==> config.mk <==
export PLATFORM = sky130hd
export DESIGN_NAME = vram_bus_responder
export DESIGN_NICKNAME = d
export VERILOG_FILES = /design/src/rtl/vram_bus_responder.sv
export SDC_FILE = /design/constraint.sdc
export NUM_CORES = 1
export LEC_CHECK = 0
export CORE_MARGIN = 10
export CORE_UTILIZATION = 25
export DETAILED_ROUTE_END_ITERATION = 8
export PLACE_DENSITY = 0.6
export SETUP_SLACK_MARGIN = 0.4
export SYNTH_ARGS = -nofsm -noshare
export SYNTH_HDL_FRONTEND = slang
export SYNTH_SLANG_ARGS = --single-unit
==> constraint.sdc <==
create_clock -name MCKR -period 2.02 [get_ports MCKR]
set_clock_uncertainty 0.2 [all_clocks]
set_input_delay 0.606 -clock MCKR [delete_from_list [all_inputs] [get_ports MCKR]]
set_output_delay 0.606 -clock MCKR [all_outputs]
set_load 0.01 [all_outputs]
==> src/rtl/vram_bus_responder.sv <==
// vram_bus_responder
// Responder side of the 68010 asynchronous bus for the video RAM window.
// A CPU cycle decoded as VRAM_b is latched, parked until the video timing
// grants a CPU slot (VRAC2=1), turned into a single one-cycle RAM access with
// byte lanes, and then acknowledged with DTACK_b after WAIT_STATES extra cycles.
// Read data is captured into a register and driven while D_OE is high.
//
// Optional feature, macro VRESP_TIMEOUT_EN:
//   when defined, a request that sees TIMEOUT consecutive cycles with no slot
//   grant is terminated with BERR_b instead of DTACK_b. When undefined, BERR_b
//   is tied high and a parked request waits for a slot indefinitely.
module vram_bus_responder #(
    parameter int AW          = 12,
    parameter int WAIT_STATES = 0,
    parameter int TIMEOUT     = 64
) (
    input  logic          MCKR,
    input  logic          SYSRES_b,
    input  logic          AS_b,
    input  logic          UDS_b,
    input  logic          LDS_b,
    input  logic          R_b_Vs_W,
    input  logic          VRAM_b,
    input  logic [AW-1:0] A,
    input  logic [15:0]   D_in,
    output logic [15:0]   D_out,
    output logic          D_OE,
    output logic          DTACK_b,
    output logic          BERR_b,
    input  logic          VRAC2,
    output logic [AW-1:0] MEM_ADDR,
    output logic [15:0]   MEM_WDATA,
    output logic [1:0]    MEM_BE,
    output logic          MEM_EN,
    output logic          MEM_WE,
    input  logic [15:0]   MEM_RDATA
);

    typedef enum logic [2:0] {
        ST_IDLE,
        ST_SLOT,
        ST_MEM,
        ST_DATA,
        ST_HOLD,
        ST_ACK,
        ST_ERR
    } state_t;

    // Last value of the wait-state counter before DTACK_b is issued.
    localparam logic [3:0] WS_LAST = (WAIT_STATES > 0) ? 4'(WAIT_STATES - 1) : 4'd0;

    state_t          state_reg;
    logic [AW-1:0]   addr_reg;
    logic [15:0]     wdata_reg;
    logic [1:0]      be_reg;
    logic            rw_reg;        // 1 = read
    logic            mem_en_reg;
    logic            mem_we_reg;
    logic [15:0]     d_out_reg;
    logic            d_oe_reg;
    logic            dtack_reg;
    logic [3:0]      wait_cnt_reg;

`ifdef VRESP_TIMEOUT_EN
    localparam int             TOW     = $clog2(TIMEOUT + 1);
    localparam logic [TOW-1:0] TO_LAST = TOW'(TIMEOUT - 1);
    logic [TOW-1:0] to_cnt_reg;
    logic           berr_reg;
`endif

    // Bus cycle sequencer: all outputs are registered here.
    always_ff @(posedge MCKR or negedge SYSRES_b) begin
        if (!SYSRES_b) begin
            state_reg    <= ST_IDLE;
            addr_reg     <= '0;
            wdata_reg    <= '0;
            be_reg       <= 2'b00;
            rw_reg       <= 1'b1;
            mem_en_reg   <= 1'b0;
            mem_we_reg   <= 1'b0;
            d_out_reg    <= '0;
            d_oe_reg     <= 1'b0;
            dtack_reg    <= 1'b1;
            wait_cnt_reg <= '0;
`ifdef VRESP_TIMEOUT_EN
            to_cnt_reg   <= '0;
            berr_reg     <= 1'b1;
`endif
        end else begin
            // The RAM strobe is a single-cycle pulse.
            mem_en_reg <= 1'b0;
            mem_we_reg <= 1'b0;

            case (state_reg)
                ST_IDLE: begin
                    if (!AS_b && !VRAM_b && (!UDS_b || !LDS_b)) begin
                        addr_reg  <= A;
                        wdata_reg <= D_in;
                        be_reg    <= {~UDS_b, ~LDS_b};
                        rw_reg    <= R_b_Vs_W;
                        state_reg <= ST_SLOT;
`ifdef VRESP_TIMEOUT_EN
                        to_cnt_reg <= '0;
`endif
                    end
                end

                ST_SLOT: begin
                    // An abort wins over a grant: a parked access is dropped.
                    if (AS_b) begin
                        state_reg <= ST_IDLE;
                    end else if (VRAC2) begin
                        mem_en_reg <= 1'b1;
                        mem_we_reg <= ~rw_reg;
                        state_reg  <= ST_MEM;
                    end
`ifdef VRESP_TIMEOUT_EN
                    else if (to_cnt_reg == TO_LAST) begin
                        berr_reg  <= 1'b0;
                        state_reg <= ST_ERR;
                    end else begin
                        to_cnt_reg <= to_cnt_reg + 1'b1;
                    end
`endif
                end

                ST_MEM: begin
                    // A write strobed last cycle stands even if the CPU aborts.
                    if (AS_b) begin
                        state_reg <= ST_IDLE;
                    end else if (rw_reg) begin
                        state_reg <= ST_DATA;
                    end else if (WAIT_STATES > 0) begin
                        wait_cnt_reg <= '0;
                        state_reg    <= ST_HOLD;
                    end else begin
                        dtack_reg <= 1'b0;
                        state_reg <= ST_ACK;
                    end
                end

                ST_DATA: begin
                    // RAM data is valid one cycle after the strobe; take all 16 bits.
                    d_out_reg <= MEM_RDATA;
                    if (AS_b) begin
                        state_reg <= ST_IDLE;
                    end else if (WAIT_STATES > 0) begin
                        wait_cnt_reg <= '0;
                        state_reg    <= ST_HOLD;
                    end else begin
                        dtack_reg <= 1'b0;
                        d_oe_reg  <= 1'b1;
                        state_reg <= ST_ACK;
                    end
                end

                ST_HOLD: begin
                    if (AS_b) begin
                        state_reg <= ST_IDLE;
                    end else if (wait_cnt_reg == WS_LAST) begin
                        dtack_reg <= 1'b0;
                        d_oe_reg  <= rw_reg;
                        state_reg <= ST_ACK;
                    end else begin
                        wait_cnt_reg <= wait_cnt_reg + 1'b1;
                    end
                end

                ST_ACK: begin
                    // DTACK_b and the data drive end on the edge that sees AS_b high.
                    if (AS_b) begin
                        dtack_reg <= 1'b1;
                        d_oe_reg  <= 1'b0;
                        state_reg <= ST_IDLE;
                    end
                end

                ST_ERR: begin
                    if (AS_b) begin
`ifdef VRESP_TIMEOUT_EN
                        berr_reg  <= 1'b1;
`endif
                        state_reg <= ST_IDLE;
                    end
                end

                default: state_reg <= ST_IDLE;
            endcase
        end
    end

    assign D_out     = d_out_reg;
    assign D_OE      = d_oe_reg;
    assign DTACK_b   = dtack_reg;
    assign MEM_ADDR  = addr_reg;
    assign MEM_WDATA = wdata_reg;
    assign MEM_BE    = be_reg;
    assign MEM_EN    = mem_en_reg;
    assign MEM_WE    = mem_we_reg;

`ifdef VRESP_TIMEOUT_EN
    assign BERR_b = berr_reg;
`else
    assign BERR_b = 1'b1;
`endif

endmodule

# Word level (Yosys, flattened, before mapping)
# Cells that the tools add are included.
# totals
reg_bits,58
input_bits,52
output_inout_bits,51
elab_cells,78
# op_classes
n_addsub,1
n_eq_ne,16
n_mux,28
n_bitwise,5
reduce_logical,17
# ops
op,count
$mux 3,9
$pmux 3 s6,1
$mux 1,16
$ne 2x2->1 const B,7
$eq 3x3->1 const B,3
$reduce_and 7->1,1
$eq 3x2->1 const B,2
$ne 3x3->1 const B,2
$not 1->1,5
$reduce_and 5->1,1
$add 4x1->4 const B,1
$logic_not 1->1,4
$logic_not 4->1,1
$pmux 1 s4,1
$reduce_and 4->1,1
$reduce_bool 4->1,1
$eq 3x1->1 const B,1
$logic_not 3->1,1
$pmux 1 s3,1
$reduce_and 3->1,1
$reduce_bool 3->1,1
$logic_and 1x1->1,2
$ne 2x1->1 const B,1
$reduce_and 2->1,1
other kinds (2),2

# Depth between registers and ports, before layout
# depth
depth_word,5
mapped_depth,6
mapped_depth_nobuf,5

# Least setup slack after synthesis
# No wires, ideal clock.
# synth_timing
path_type,input port to flip-flop
startpoint,input port UDS_b
endpoint,register addr_reg[10] (netlist: MEM_ADDR[10])
setup_time_ps,125
arrival_time_ps,1413
t_required_ps,1695
slack_ps,282
stages,4
n_path_buf,1
path_cell_list,a21oi_1 > nand4_4 > buf_4 > mux2_2
# synth_via
elab_chain_cells,4
# synth_rtl
item,line_no,text
start: declaration,20,"input logic UDS_b,"
$logic_not 1->1,96,if (!AS_b && !VRAM_b && (!UDS_b || !LDS_b)) begin
$logic_or 1x1->1,96,
$logic_and 1x1->1,96,
$reduce_and 2->1 (no line),-,
end signal: assignment,75,addr_reg <= '0;
end signal: assignment,97,addr_reg <= A;
end: declaration,53,logic [AW-1:0] addr_reg;
# No other way between the ends.
# A chain may end at the register's enable or synchronous reset.

# Worst setup path in the final report
# layout_timing
startpoint,register dtack_reg (netlist: DTACK_b)
endpoint,output port DTACK_b
# layout_rtl
item,line_no,text
start: declaration,61,logic dtack_reg;
start signal: assignment,83,dtack_reg <= 1'b1;
start signal: assignment,137,dtack_reg <= 1'b0;
start signal: assignment,151,dtack_reg <= 1'b0;
end: declaration,28,"output logic DTACK_b,"
# No word-level cell between the ends.

==> impl_metrics.ini <==
[placed_design]
gp_congestion = 0.7500
place.detailed.hpwl_mm = 4.559
place.detailed.instances = 388
place.port_buffers = 101
dpl_cell_area_um2 = 3643

[drt]
detailroute.via_count = 1814
drcViolationCount = 0
drt-vias-per-instance = 4.199
drt-initial-drc-count = 83
drt_pass1_iterations = 4
routedWlPerCell_um = 16.01
drt-total-wl_mm = 6.918
final_antenna_net_count = 0

[yosys]
yosys_warnings = 0
post_synth.cell_area_avg_um2 = 15.47
synth_top_cells_by_area = dfrtp_1, mux2_2, mux2_4, dfstp_2, buf_4
synth.distinct_cells = 39
yosys_register_bits = 58
post_synth_instance_area_um2 = 2429
synth.largest_area_cell = dfrtp_1
synth_enable_flop_cells = 0
top_cell_type_s_share_of_synthesized_area_pct = 57.70
post-synth-top-count-cell = dfrtp_1
synthCells = 157
synth-seq-area-share_pct = 59.87
synthArstFlopShare_pct = 100.0
dominantRegCellSynth = dfrtp_1
yosys-top-cells-count = dfrtp_1, mux2_2, mux2_4
synth_fp_nets = 211

[critical_path]
timing.critical_path.arrival_ns = 0.96
timing.critical_path.to_type = output port
ff2ff_path_depth = 5
path_delay_family = flip-flops
worst_setup_path_start_kind = register
timing.critical_path.fanout_max = 2
ff2ff_setup_slack_ns = 0.29
setup.worst_path.class = register to output port
critical_path_cell_count = 1
critPathBufInv = 1
worstPathCellList = buf_6
terminus_of_the_critical_flop_to_flop_path = wait_cnt_reg[1]
r2r-start = wait_cnt_reg[0]
required_ns = 1.21
cp_slowest_cell = dfstp_2
critPathMaxStageDelay_ns = 0.54

[final_layout]
design.final.nets = 353
n_antenna_cell = 0
final_design_area_no_fill_um2 = 4164
synthToLayoutAreaGrowth_pct = 71.46
drive_gt1_share_pct = 56.77
final_core_utilization_pct = 44.43
final-instance-count-excl-fill = 432

[power]
irDropWorstVdd_mv = 0.4232
p_sw_share_pct = 28.63
power_leakage_nw = 1.918
share_comb_of_total_power_pct = 39.0
p_seq_share_pct = 37.8
net-switching-power_w = 0.001371
power-per-cell-area_nw_per_um2 = 1150
power.share.clock_pct = 23.2
intPower_w = 0.003418

[timing]
final-max-slew-violation-count = 0
hold_ws_ns = 0.06926
totalNegativeSetupSlack_ns = 0
report.final.hold_viol_count = 0
fin_crit_ns = 1.770
fmax_mhz = 565.0
unrepaired_setup_endpoints_after_global_routing = true
finalSetupViolations = 0
final_min_period_over_clock_period_pct = 87.61

[grt]
number_of_global_route_vias_before_repair = 1950
grt_max_degree = 59
antenna_found_initial = 0
groute.usage.overall_pct = 9.607
grt_first_pass_wirelength_mm = 10.75
grt_remaining_overflow = 0

[floorplanning]
die_area_um2 = 14060
io-pin-count = 103
row_count = 35
die_w_um = 118.6
die_height_um = 118.6
fp.coreArea_um2 = 9371
start_util_pct = 25.91

[clocking]
number_of_clock_buffers_inserted_by_tritoncts = 9
max-clock-path-buffers = 2
clock_insertion_delay_worst_skew_ns = 0.33
tritoncts = built
path_clk_slew_ns = 0.07
cts_max_level = 3
clock_sink_count = 58
clock-root-buffer = clkbuf_8

[flow_run]
timing.max_cap.violations = 0

[status]
result_of_the_run = completed

[hold_path]
worstHoldPathType = primary input to asynchronous set/reset pin
==> power by group through the flow <==
| stage | logic (W) | clock network [W] | registers [W] |
|---|---|---|---|
| final | 0.00187 | 0.00111 | 0.00181 |
| after floorplan | 0.000546 | 0 | 0.00196 |
| after global placement | 0.00169 | 0 | 0.00179 |
| after CTS | 0.00168 | 0.00115 | 0.00179 |
| after global routing | 0.00202 | 0.00120 | 0.00186 |
| after detailed placement | 0.00171 | 0 | 0.00181 |
==> metal layers <==
metal	GRT usage [%]	routed length [um]	vias to the layer above
met5	0	0	-
met4	4.122	92	0
met3	4.331	548	10
met2	15.01	3248	74
met1	11.14	3029	892
li1	-	-	838
==> how the worst max path moves through the flow <==
stage                       start              end  slack (ns)
final                     DTACK_b          DTACK_b        0.25
after global routing      DTACK_b          DTACK_b        0.20
after CTS                 DTACK_b          DTACK_b        0.22
after detailed placement     AS_b             D_OE       -0.35
after global placement       AS_b             D_OE       -0.31
after floorplan              AS_b  wait_cnt_reg[1]        0.32
==> logic make-up (layout without fill, tap and decap cells) <==
family,Yosys count,after routing,share of synthesized area [%]
buf+inv,14,160,3.864
other cells,1,1,0.1544
fa+ha+maj,2,2,1.030
simple gates,19,19,6.801
compound gates,11,11,3.040
xor+xnor,3,3,1.082
flops,58,58,59.87
mux,49,49,24.16
==> cell usage in the layout, fill, tap and decap left out, types with 3 or more instances in the layout <==
master,count
mux2_4,14
buf_6,35
clkbuf_8,12
buf_4,21
inv_2,3
clkdlybuf4s50_1,46
buf_2,27
buf_12,6
buf_16,3
mux2_2,33
dfrtp_1,55
==> metrics by stage <==
stage | worst slack, ns | power (W)
6_report | 0.2502 | 0.004789
2_1_floorplan | 0.3168 | 0.002510
3_5_place_dp | -0.3510 | 0.003514
4_1_cts | 0.2234 | 0.004617
3_3_place_gp | -0.3134 | 0.003484
5_1_grt | 0.2021 | 0.005083
==> timing repair <==
item	CTS	global route
hold endpoints to repair	0	0
setup buffers	15	11
pin swaps	4	7
gates resized for setup	249	23
hold buffers	0	0
endpoints found under the setup margin	105	94
gates cloned	3	0
==> layout make-up <==
type | count | area [um2]
fillers | 895 | 5207
clock buffers | 13 | 168.9
multi-input cells | 85 | 958.4
clock inverters | 2 | 35.03
well taps | 129 | 161.4
flip-flops and latches | 58 | 1455
inverters | 6 | 25.02
repair buffers | 139 | 1360
Note: power is estimated with default switching activity, not from simulation.
